[config.mk]
export PLATFORM = sky130hd
export DESIGN_NAME = fifo_word_assembler_flat
export DESIGN_NICKNAME = d
export VERILOG_FILES = /design/src/rtl/fifo_word_assembler_pkg.sv /design/src/rtl/fifo_word_assembler_if.sv /design/src/rtl/fifo_word_assembler_idle_timer.sv /design/src/rtl/fifo_word_assembler.sv /design/src/flat_wrapper.sv
export SDC_FILE = /design/constraint.sdc
export NUM_CORES = 1
export LEC_CHECK = 0
export CAP_MARGIN = 20
export CORE_UTILIZATION = 46
export CTS_CLUSTER_SIZE = 12
export DETAILED_ROUTE_END_ITERATION = 6
export GPL_ROUTABILITY_DRIVEN = 0
export GPL_TIMING_DRIVEN = 1
export PLACE_DENSITY = 0.84
export SLEW_MARGIN = 25
export SYNTH_ARGS = -nofsm -noshare
export SYNTH_HDL_FRONTEND = slang
export SYNTH_SLANG_ARGS = --single-unit
export TNS_END_PERCENT = 1
[constraint.sdc]
create_clock -name clk -period 1.8 [get_ports clk]
set_clock_uncertainty 0.05 [all_clocks]
set_input_delay 0.36 -clock clk [delete_from_list [all_inputs] [get_ports clk]]
set_output_delay 0.36 -clock clk [all_outputs]
set_load 0.02 [all_outputs]
[src/rtl/fifo_word_assembler_pkg.sv]
// fifo_assembler_pkg: state type and counter-width helper shared by the word assembler files
package fifo_assembler_pkg;
  typedef enum logic {COLLECT, HOLD} asm_state_t;
  function automatic int CNT_W(input int n);
    return $clog2(n + 1);
  endfunction
endpackage

[src/rtl/fifo_word_assembler_if.sv]
// fifo_word_assembler_if: FIFO read port plus wide valid/ready output stream
// master (assembler): in fifo_empty, fifo_rdata, out_ready; out fifo_re, out_data, out_count, out_valid
// slave (FIFO + downstream side): the mirror image
interface fifo_word_assembler_if
  import fifo_assembler_pkg::*;
#(
  parameter int WIDTH = 4,
  parameter int LANES = 4
);
  logic                        fifo_empty;
  logic [WIDTH-1:0]            fifo_rdata;
  logic                        fifo_re;
  logic [WIDTH*LANES-1:0]      out_data;
  logic [CNT_W(LANES)-1:0]     out_count;
  logic                        out_valid;
  logic                        out_ready;
  modport master (
    input  fifo_empty, fifo_rdata, out_ready,
    output fifo_re, out_data, out_count, out_valid
  );
  modport slave (
    output fifo_empty, fifo_rdata, out_ready,
    input  fifo_re, out_data, out_count, out_valid
  );
endinterface

[src/rtl/fifo_word_assembler_idle_timer.sv]
// idle_timer: counts enabled cycles, clears when disabled or on terminal count
// ports: clk, rst_n (async active-low), i_en (count this cycle), o_tc (this enabled cycle is the TIMEOUT-th)
module idle_timer
  import fifo_assembler_pkg::*;
#(
  parameter int TIMEOUT = 15
) (
  input  logic clk,
  input  logic rst_n,
  input  logic i_en,
  output logic o_tc
);
  localparam int CW = CNT_W(TIMEOUT);
  logic [CW-1:0] r_cnt;
  assign o_tc = i_en && (r_cnt == CW'(TIMEOUT - 1));
  always_ff @(posedge clk or negedge rst_n)
    if (!rst_n) r_cnt <= '0;
    else r_cnt <= (i_en && !o_tc) ? r_cnt + 1'b1 : '0;
endmodule

[src/rtl/fifo_word_assembler.sv]
// fifo_word_assembler: pops LANES narrow FIFO words and offers them as one wide valid/ready word
// ports: clk, rst_n (async active-low), bus (fifo_word_assembler_if.master: FIFO read port + output stream)
// FIFO_ASSEMBLER_TIMEOUT_EN: when defined, a partial word is flushed after TIMEOUT idle cycles
module fifo_word_assembler
  import fifo_assembler_pkg::*;
#(
  parameter int WIDTH   = 4,
  parameter int LANES   = 4,
  parameter int TIMEOUT = 15
) (
  input logic                  clk,
  input logic                  rst_n,
  fifo_word_assembler_if.master bus
);
  localparam int IW = $clog2(LANES);
  localparam int CW = CNT_W(LANES);
  if (LANES < 2 || TIMEOUT < 1) begin : g_bad_param
    $error("fifo_word_assembler: LANES must be >= 2 and TIMEOUT >= 1");
  end
  asm_state_t             r_state, w_state;
  logic [IW-1:0]          r_idx, w_idx;
  logic [WIDTH*LANES-1:0] r_data, w_data;
  logic [CW-1:0]          r_count, w_count;
  logic                   w_pop, w_flush;
  // gated by rst_n so no pop is requested while the block is held in reset
  assign w_pop         = rst_n && (r_state == COLLECT) && !bus.fifo_empty;
  assign bus.fifo_re   = w_pop;
  assign bus.out_data  = r_data;
  assign bus.out_count = r_count;
  assign bus.out_valid = (r_state == HOLD);
`ifdef FIFO_ASSEMBLER_TIMEOUT_EN
  idle_timer #(.TIMEOUT(TIMEOUT)) u_idle_timer (
    .clk  (clk),
    .rst_n(rst_n),
    .i_en ((r_state == COLLECT) && (r_idx != '0) && bus.fifo_empty),
    .o_tc (w_flush)
  );
`else
  assign w_flush = 1'b0;
`endif
  always_comb begin
    w_state = r_state;
    w_idx   = r_idx;
    w_data  = r_data;
    w_count = r_count;
    if (r_state == HOLD) begin
      if (bus.out_ready) begin
        w_state = COLLECT;
        w_idx   = '0;
        w_data  = '0;
        w_count = '0;
      end
    end else if (w_pop) begin
      w_data[r_idx*WIDTH +: WIDTH] = bus.fifo_rdata;
      w_idx = r_idx + 1'b1;
      if (r_idx == IW'(LANES - 1)) begin
        w_state = HOLD;
        w_idx   = '0;
        w_count = CW'(LANES);
      end
    end else if (w_flush) begin
      w_state = HOLD;
      w_idx   = '0;
      w_count = CW'(r_idx);
    end
  end
  always_ff @(posedge clk or negedge rst_n)
    if (!rst_n) begin
      r_state <= COLLECT;
      r_idx   <= '0;
      r_data  <= '0;
      r_count <= '0;
    end else begin
      r_state <= w_state;
      r_idx   <= w_idx;
      r_data  <= w_data;
      r_count <= w_count;
    end
endmodule

[src/flat_wrapper.sv]
// flat-port wrapper written by rule: the top's interface ports become plain ports
module fifo_word_assembler_flat import fifo_assembler_pkg::*;
#(
  parameter int WIDTH   = 4,
  parameter int LANES   = 4,
  parameter int TIMEOUT = 15
)
  (clk, rst_n, bus_fifo_empty, bus_fifo_rdata, bus_out_ready, bus_fifo_re, bus_out_data, bus_out_count, bus_out_valid);
  fifo_word_assembler_if #(.WIDTH(WIDTH), .LANES(LANES)) bus_i ();
  input logic clk;
  input logic rst_n;
  input wire logic [$bits(bus_i.fifo_empty)-1:0] bus_fifo_empty;
  input wire logic [$bits(bus_i.fifo_rdata)-1:0] bus_fifo_rdata;
  input wire logic [$bits(bus_i.out_ready)-1:0] bus_out_ready;
  output wire logic [$bits(bus_i.fifo_re)-1:0] bus_fifo_re;
  output wire logic [$bits(bus_i.out_data)-1:0] bus_out_data;
  output wire logic [$bits(bus_i.out_count)-1:0] bus_out_count;
  output wire logic [$bits(bus_i.out_valid)-1:0] bus_out_valid;
  assign bus_i.fifo_empty = bus_fifo_empty;
  assign bus_i.fifo_rdata = bus_fifo_rdata;
  assign bus_i.out_ready = bus_out_ready;
  assign bus_fifo_re = bus_i.fifo_re;
  assign bus_out_data = bus_i.out_data;
  assign bus_out_count = bus_i.out_count;
  assign bus_out_valid = bus_i.out_valid;
  fifo_word_assembler #(.WIDTH(WIDTH), .LANES(LANES), .TIMEOUT(TIMEOUT)) u_core (.clk(clk), .rst_n(rst_n), .bus(bus_i));
endmodule
==> impl_metrics.json, run 1 <==
{
  "run_status": "completed",
  "post_layout_minimum_cycle_time_ps": 1740,
  "start_util_pct": 50.8,
  "postSynthCellCount": 93,
  "timing.critical_path.from_type": "input port",
  "synth.area.top_cells": "sky130_fd_sc_hd__dfrtp_1, sky130_fd_sc_hd__mux2_2, sky130_fd_sc_hd__ha_1, sky130_fd_sc_hd__and3_1, sky130_fd_sc_hd__nand2_1",
  "crit_required_ps": 1390,
  "tritoncts": "built",
  "final_cell_count_no_fill": 156,
  "layout.nets": 143,
  "grt.met2_usage_pct": 33.8,
  "numCtsBuffers": 3,
  "place_inst": 152,
  "place_hpwl_mm": 1.59,
  "design.portCount": 29,
  "critical_path.max_fanout": 2,
  "cts_root_buf": "sky130_fd_sc_hd__clkbuf_4",
  "synth_top_area_share_pct": 48.7,
  "antenna_cells": 0,
  "postSynthRegisterBits": 20,
  "final_cell_area_um2": 1410,
  "cp-end-kind": "output pin",
  "power_density_nw_per_um2": 1240,
  "placed_area_um2": 1360,
  "global_route.overflow_total": 0,
  "floorplan.core_area_um2": 2020,
  "cell_type_with_the_largest_total_area_after_synthesis": "sky130_fd_sc_hd__dfrtp_1",
  "ys.warnings.count": 0,
  "ir_worst_vdd_mv": 0.802,
  "final_layout_size_suffix_gt1_share_pct": 23.3,
  "path_clk_slew_ps": 110,
  "achievable-frequency_ghz": 0.574,
  "cts_hold_buffers": 0,
  "crit-reg2reg-launch": "u_core.r_idx[1]$_DFFE_PN0P_",
  "grt_util_met1_pct": 23.8,
  "fp-row-count": 16,
  "top_usage_layer": "met2",
  "fp.dieH_um": 49.3,
  "synth.mux.area_fraction_pct": 17.1,
  "path_class": "in2out",
  "avgSynthCellArea_um2": 11.0,
  "chipWidth_um": 49.3,
  "max_cap_viol_count": 0,
  "worst_ep_arrival_time_ps": 1330,
  "cts_h_tree_depth": 1,
  "r2r-end": "u_core.bus.out_data[4]$_DFFE_PN0P_",
  "stage_delay_of_the_slowest_cell_on_the_critical_path_ps": 480,
  "antenna_found_initial": 0,
  "route.final.wire_length_mm": 2.18,
  "first_global_vias": 818,
  "drt-wirelength-per-cell_um": 13.9,
  "drcViolationCount": 0,
  "grt_use_met3_pct": 4.05,
  "pin_count_of_the_biggest_net_entering_global_routing": 21,
  "power_leakage_uw": 0.000699,
  "post_synth_instance_area_um2": 1030,
  "r2r_slack_ps": 70,
  "synthAdderAreaFrac_pct": 6.09,
  "totalPowerFinal_uw": 1750,
  "syn2layout_area_growth_pct": 37.5,
  "maxSlewViolCount": 0,
  "first_iter_violations": 11,
  "grt_first_pass_wirelength_mm": 3.58,
  "synth.yosys.seq_area_share_pct": 48.7,
  "route.antenna.remaining_nets": 0,
  "report.final.setup_viol": 0,
  "grt_setup_unrepaired": "false",
  "post_synth_xor_area_fraction_pct": 0,
  "clock_sinks": 20,
  "fin_crit_sh_pct": 96.8,
  "first_pass_iters": 4,
  "portBuffers": 26,
  "via_density_per_instance": 5.25,
  "crit_chain": "clkdlybuf4s50_1 -> nor3b_4 -> clkdlybuf4s15_2",
  "setup_ws_ps": 58.4,
  "num_vias": 819,
  "dominant_combinational_cell_family_by_area_after_synthesis": "simple AND/OR/NAND/NOR gates",
  "postLayoutCoreUtil_pct": 69.9,
  "post-place-ws_ps": -304,
  "clk_path_buf_depth": 2,
  "clock_insertion_delay_worst_skew_ps": 300,
  "timing.reg2reg.worst_path_depth": 5,
  "synth_compound_gate_area_share_pct": 4.14,
  "die_area_um2": 2430,
  "crit_slowest_cell": "sky130_fd_sc_hd__clkdlybuf4s50_1",
  "synth_simple_gate_area_share_pct": 17.8,
  "timing.hold.worst.class": "in2async",
  "global_route.usage.total_pct": 19.6,
  "report.final.hold_viol_count": 0,
  "synth_cell_types": 21
}
metal layers:
layer	routed length, um	share of wire [%]	up-vias
met5	0	0	-
met4	21	0.97	0
met3	89	4.1	3
met2	1100	50	19
met1	969	45	408
li1	-	-	389
worst max-delay path, delay by kind of cell:
| family | cells | cell delay, ps |
|---|---|---|
| and+or+nand+nor | 1 | 200 |
| buffers and inverters | 2 | 770 |
where the power goes:
group	leakage, uW	switching [uW]	internal (uW)
Combinational	0.000407	466	404
Sequential	0.000272	62.4	555
Clock	0.0000210	135	124
Total	0.000699	663	1080
kinds of logic (layout without fill, tap and decap cells):
| family | Yosys count | in the layout |
|---|---|---|
| AO/OA/AOI/OAI | 8 | 8 |
| adder cells (fa/ha/maj) | 5 | 5 |
| buffers and inverters | 12 | 47 |
| flip-flops | 20 | 20 |
| multiplexers | 16 | 16 |
| other | 1 | 2 |
| AND/OR/NAND/NOR | 31 | 31 |
synthesized netlist by cell type, drive strengths merged:
cell type / n
and2: 2
conb: 1
dfrtp: 20
and3: 8
nor2b: 1
o21ai: 3
nor4b: 1
ha: 5
buf: 3
mux2: 12
mux2i: 4
nand2b: 2
nor3b: 2
a21oi: 4
nand2: 11
nor4: 4
inv: 8
clkbuf: 1
o31ai: 1
area by class of cell:
class | instances | area (um2)
Sequential cell | 20 | 500
Fill cell | 151 | 609
Inverter | 8 | 30.0
Multi-Input combinational cell | 62 | 484
Timing Repair Buffer | 35 | 328
Tap cell | 27 | 33.8
Clock buffer | 4 | 36.3
layout by cell type, fill, tap and decap left out, drive strengths merged:
master	instances
a21oi	4
and2	2
and3	8
buf	9
clkbuf	4
clkdlybuf4s15	1
clkdlybuf4s50	24
conb	2
dfrtp	20
dlygate4sd2	1
ha	5
inv	8
mux2	12
mux2i	4
nand2	11
nand2b	2
nor2b	1
nor3b	2
nor4	4
nor4b	1
o21ai	3
o31ai	1
repair_timing:
item                       CTS  global route
setup endpoints to repair   10             6
gates cloned                 0             0
buffers inserted             0             0
gates resized for setup      5             2
pin swaps                    0             0
how the worst max path moves through the flow:
stage	end	slack, ps	startpoint
after floorplan	u_core.bus.out_data[10]$_DFFE_PN0P_	60	u_core.bus.out_valid$_DFF_PN0_
after global placement	bus_fifo_re	-270	rst_n
after detailed placement	bus_fifo_re	-300	rst_n
after CTS	bus_fifo_re	40	rst_n
after global routing	bus_fifo_re	2	rst_n
final	bus_fifo_re	60	rst_n
registers in the layout, summed over array words and instances, names as in the netlist:
register	flops
u_core.bus.out_valid	1
u_core.r_idx	2
u_core.bus.out_count	1
u_core.bus.out_data	16
through the flow:
| step | hold WS, ps | TNS [ps] |
|---|---|---|
| 2_1_floorplan | 14.4 | 0 |
| 3_3_place_gp | 441 | -1410 |
| 3_5_place_dp | 443 | -1680 |
| 4_1_cts | 378 | 0 |
| 5_1_grt | 406 | 0 |
| 6_report | 370 | 0 |
No activity file was read; power rests on OpenSTA's default activity.
==> run 2: changes to the inputs <==
Settings changed: PLACE_DENSITY 0.84 to 0.77.
==> run 2 against run 1 <==
Effect of this change: utilization is 0.43 points lower; via count is 2.0% lower; final area is 0.62% lower; sequential cell count stayed put; combinational power is 1% lower; clock-buffer cell count is 1 lower; hold slack better by 9.8 ps; sequential share of layout area is 0.22 points higher; wire length is 2.6% lower; register-to-register slack hardly changed; die area stayed put; largest power group unchanged.
==> impl_metrics.json, run 2 (same netlist as run 1, synthesis figures left out) <==
{
  "via_density_per_instance": 5.15,
  "setup_ws_ps": 56.9,
  "timing.hold.worst.class": "in2async",
  "crit_slowest_cell": "sky130_fd_sc_hd__clkdlybuf4s50_1",
  "cts_root_buf": "sky130_fd_sc_hd__clkbuf_4",
  "timing.reg2reg.worst_path_depth": 5,
  "tritoncts": "built",
  "max_cap_viol_count": 0,
  "clock_sinks": 20,
  "antenna_cells": 0,
  "area.sequential_um2": 500,
  "clk_path_buf_depth": 2,
  "worst_ep_arrival_time_ps": 1330,
  "r2r_slack_ps": 70,
  "fin_crit_sh_pct": 96.8,
  "mostFrequentLayoutCell": "sky130_fd_sc_hd__clkdlybuf4s50_1",
  "pin_count_of_the_biggest_net_entering_global_routing": 21,
  "postLayoutCoreUtil_pct": 69.4,
  "design.portCount": 29,
  "post-place-ws_ps": -297,
  "stage_delay_of_the_slowest_cell_on_the_critical_path_ps": 480,
  "run_status": "completed",
  "report.final.hold_viol_count": 0,
  "cp-end-kind": "output pin",
  "route.antenna.remaining_nets": 0,
  "drcViolationCount": 0,
  "first_iter_violations": 8,
  "post_layout_minimum_cycle_time_ps": 1740,
  "place_hpwl_mm": 1.49,
  "timing.critical_path.from_type": "input port",
  "route.final.wire_length_mm": 2.12,
  "report.final.setup_viol": 0,
  "die_area_um2": 2430,
  "portBuffers": 26,
  "global_route.usage.total_pct": 18.5,
  "multiInputGateArea_um2": 482,
  "crit_required_ps": 1390,
  "ir_worst_vdd_mv": 0.893,
  "power_leakage_uw": 0.000699,
  "cts.repair_timing.setup_buffer_count": 0,
  "cts_hold_buffers": 0,
  "achievable-frequency_ghz": 0.574,
  "path_clk_slew_ps": 100,
  "nFillCells": 160,
  "finalSetupTns_ps": 0,
  "grt_first_pass_wirelength_mm": 3.32,
  "first_global_vias": 762,
  "antenna_found_initial": 0,
  "floorplan.core_area_um2": 2020,
  "syn2layout_area_growth_pct": 36.7,
  "num_vias": 803,
  "largest_reg_flops": 16,
  "final_layout_size_suffix_gt1_share_pct": 22.5,
  "global_route.overflow_total": 0,
  "final_cell_mix": "sky130_fd_sc_hd__clkdlybuf4s50_1, sky130_fd_sc_hd__dfrtp_1, sky130_fd_sc_hd__mux2_2",
  "layout.nets": 144,
  "totalPowerFinal_uw": 1680,
  "first_pass_iters": 4,
  "numCtsBuffers": 3,
  "path_class": "in2out",
  "fp.dieH_um": 49.3,
  "chipWidth_um": 49.3,
  "critical_path.max_fanout": 2,
  "maxSlewViolCount": 0,
  "fp-row-count": 16,
  "drt-wirelength-per-cell_um": 13.6,
  "start_util_pct": 50.8,
  "crit_chain": "clkdlybuf4s50_1 -> nor3b_4 -> clkdlybuf4s15_2",
  "grt_setup_unrepaired": "false",
  "clock_insertion_delay_worst_skew_ps": 300,
  "power_density_nw_per_um2": 1200,
  "cts_h_tree_depth": 1
}
==> run 2: cell types whose count changed in the layout (fill, tap and decap cells not counted) <==
cell	change
sky130_fd_sc_hd__buf_4	+1
sky130_fd_sc_hd__clkbuf_8	-1
sky130_fd_sc_hd__ha_1	+1
sky130_fd_sc_hd__ha_2	-1
==> run 2: metrics by stage <==
step | instances | hold WS [ps] | instance area (um2)
2_1_floorplan | 94 | 14.4 | 1030
3_3_place_gp | 153 | 439 | 1370
3_5_place_dp | 153 | 443 | 1370
4_1_cts | 156 | 388 | 1390
5_1_grt | 156 | 403 | 1400
6_report | 156 | 380 | 1400
==> run 2: final timing paths <==
kind	startpoint	to
max in group asynchronous	rst_n	u_core.r_idx[0]$_DFFE_PN0P_
hold / removal	rst_n	u_core.bus.out_data[9]$_DFFE_PN0P_
min in group clk	u_core.bus.out_data[8]$_DFFE_PN0P_	u_core.bus.out_data[8]$_DFFE_PN0P_
setup / recovery	rst_n	bus_fifo_re
setup reg to reg	u_core.r_idx[1]$_DFFE_PN0P_	u_core.bus.out_data[7]$_DFFE_PN0P_
hold reg to reg	u_core.bus.out_data[8]$_DFFE_PN0P_	u_core.bus.out_data[8]$_DFFE_PN0P_
==> run 2: cell type report <==
cell class | instances | share of cell area, %
Sequential cell | 20 | 35.7
Multi-Input combinational cell | 62 | 34.3
Timing Repair Buffer | 36 | 23.9
Tap cell | 27 | 2.41
Inverter | 8 | 2.14
Clock buffer | 3 | 1.60
==> run 2: worst max-delay path, delay by kind of cell <==
family | cells | cell delay, ps
simple gates | 1 | 200
buf+inv | 2 | 770
==> run 2: timing repair <==
| item | 4_1_cts | 5_1_grt |
|---|---|---|
| gates resized for setup | 4 | 2 |
| pin swaps | 0 | 0 |
| setup endpoints to repair | 2 | 11 |
| endpoints found under the hold margin | 0 | 0 |
==> run 2: routing by layer <==
layer,GRT usage [%],vias up,wire (um)
met5,0,-,0
li1,-,390,-
met4,7.35,0,36
met1,24.5,383,930
met3,4.05,5,109
met2,29.2,25,1040
==> run 2: report_power, final <==
| group | switching, uW | internal, uW | leakage (uW) |
|---|---|---|---|
| combinational | 459 | 399 | 0.000413 |
| sequential | 59.3 | 555 | 0.000272 |
| clock | 134 | 78.1 | 0.0000138 |
| total | 653 | 1030 | 0.000699 |
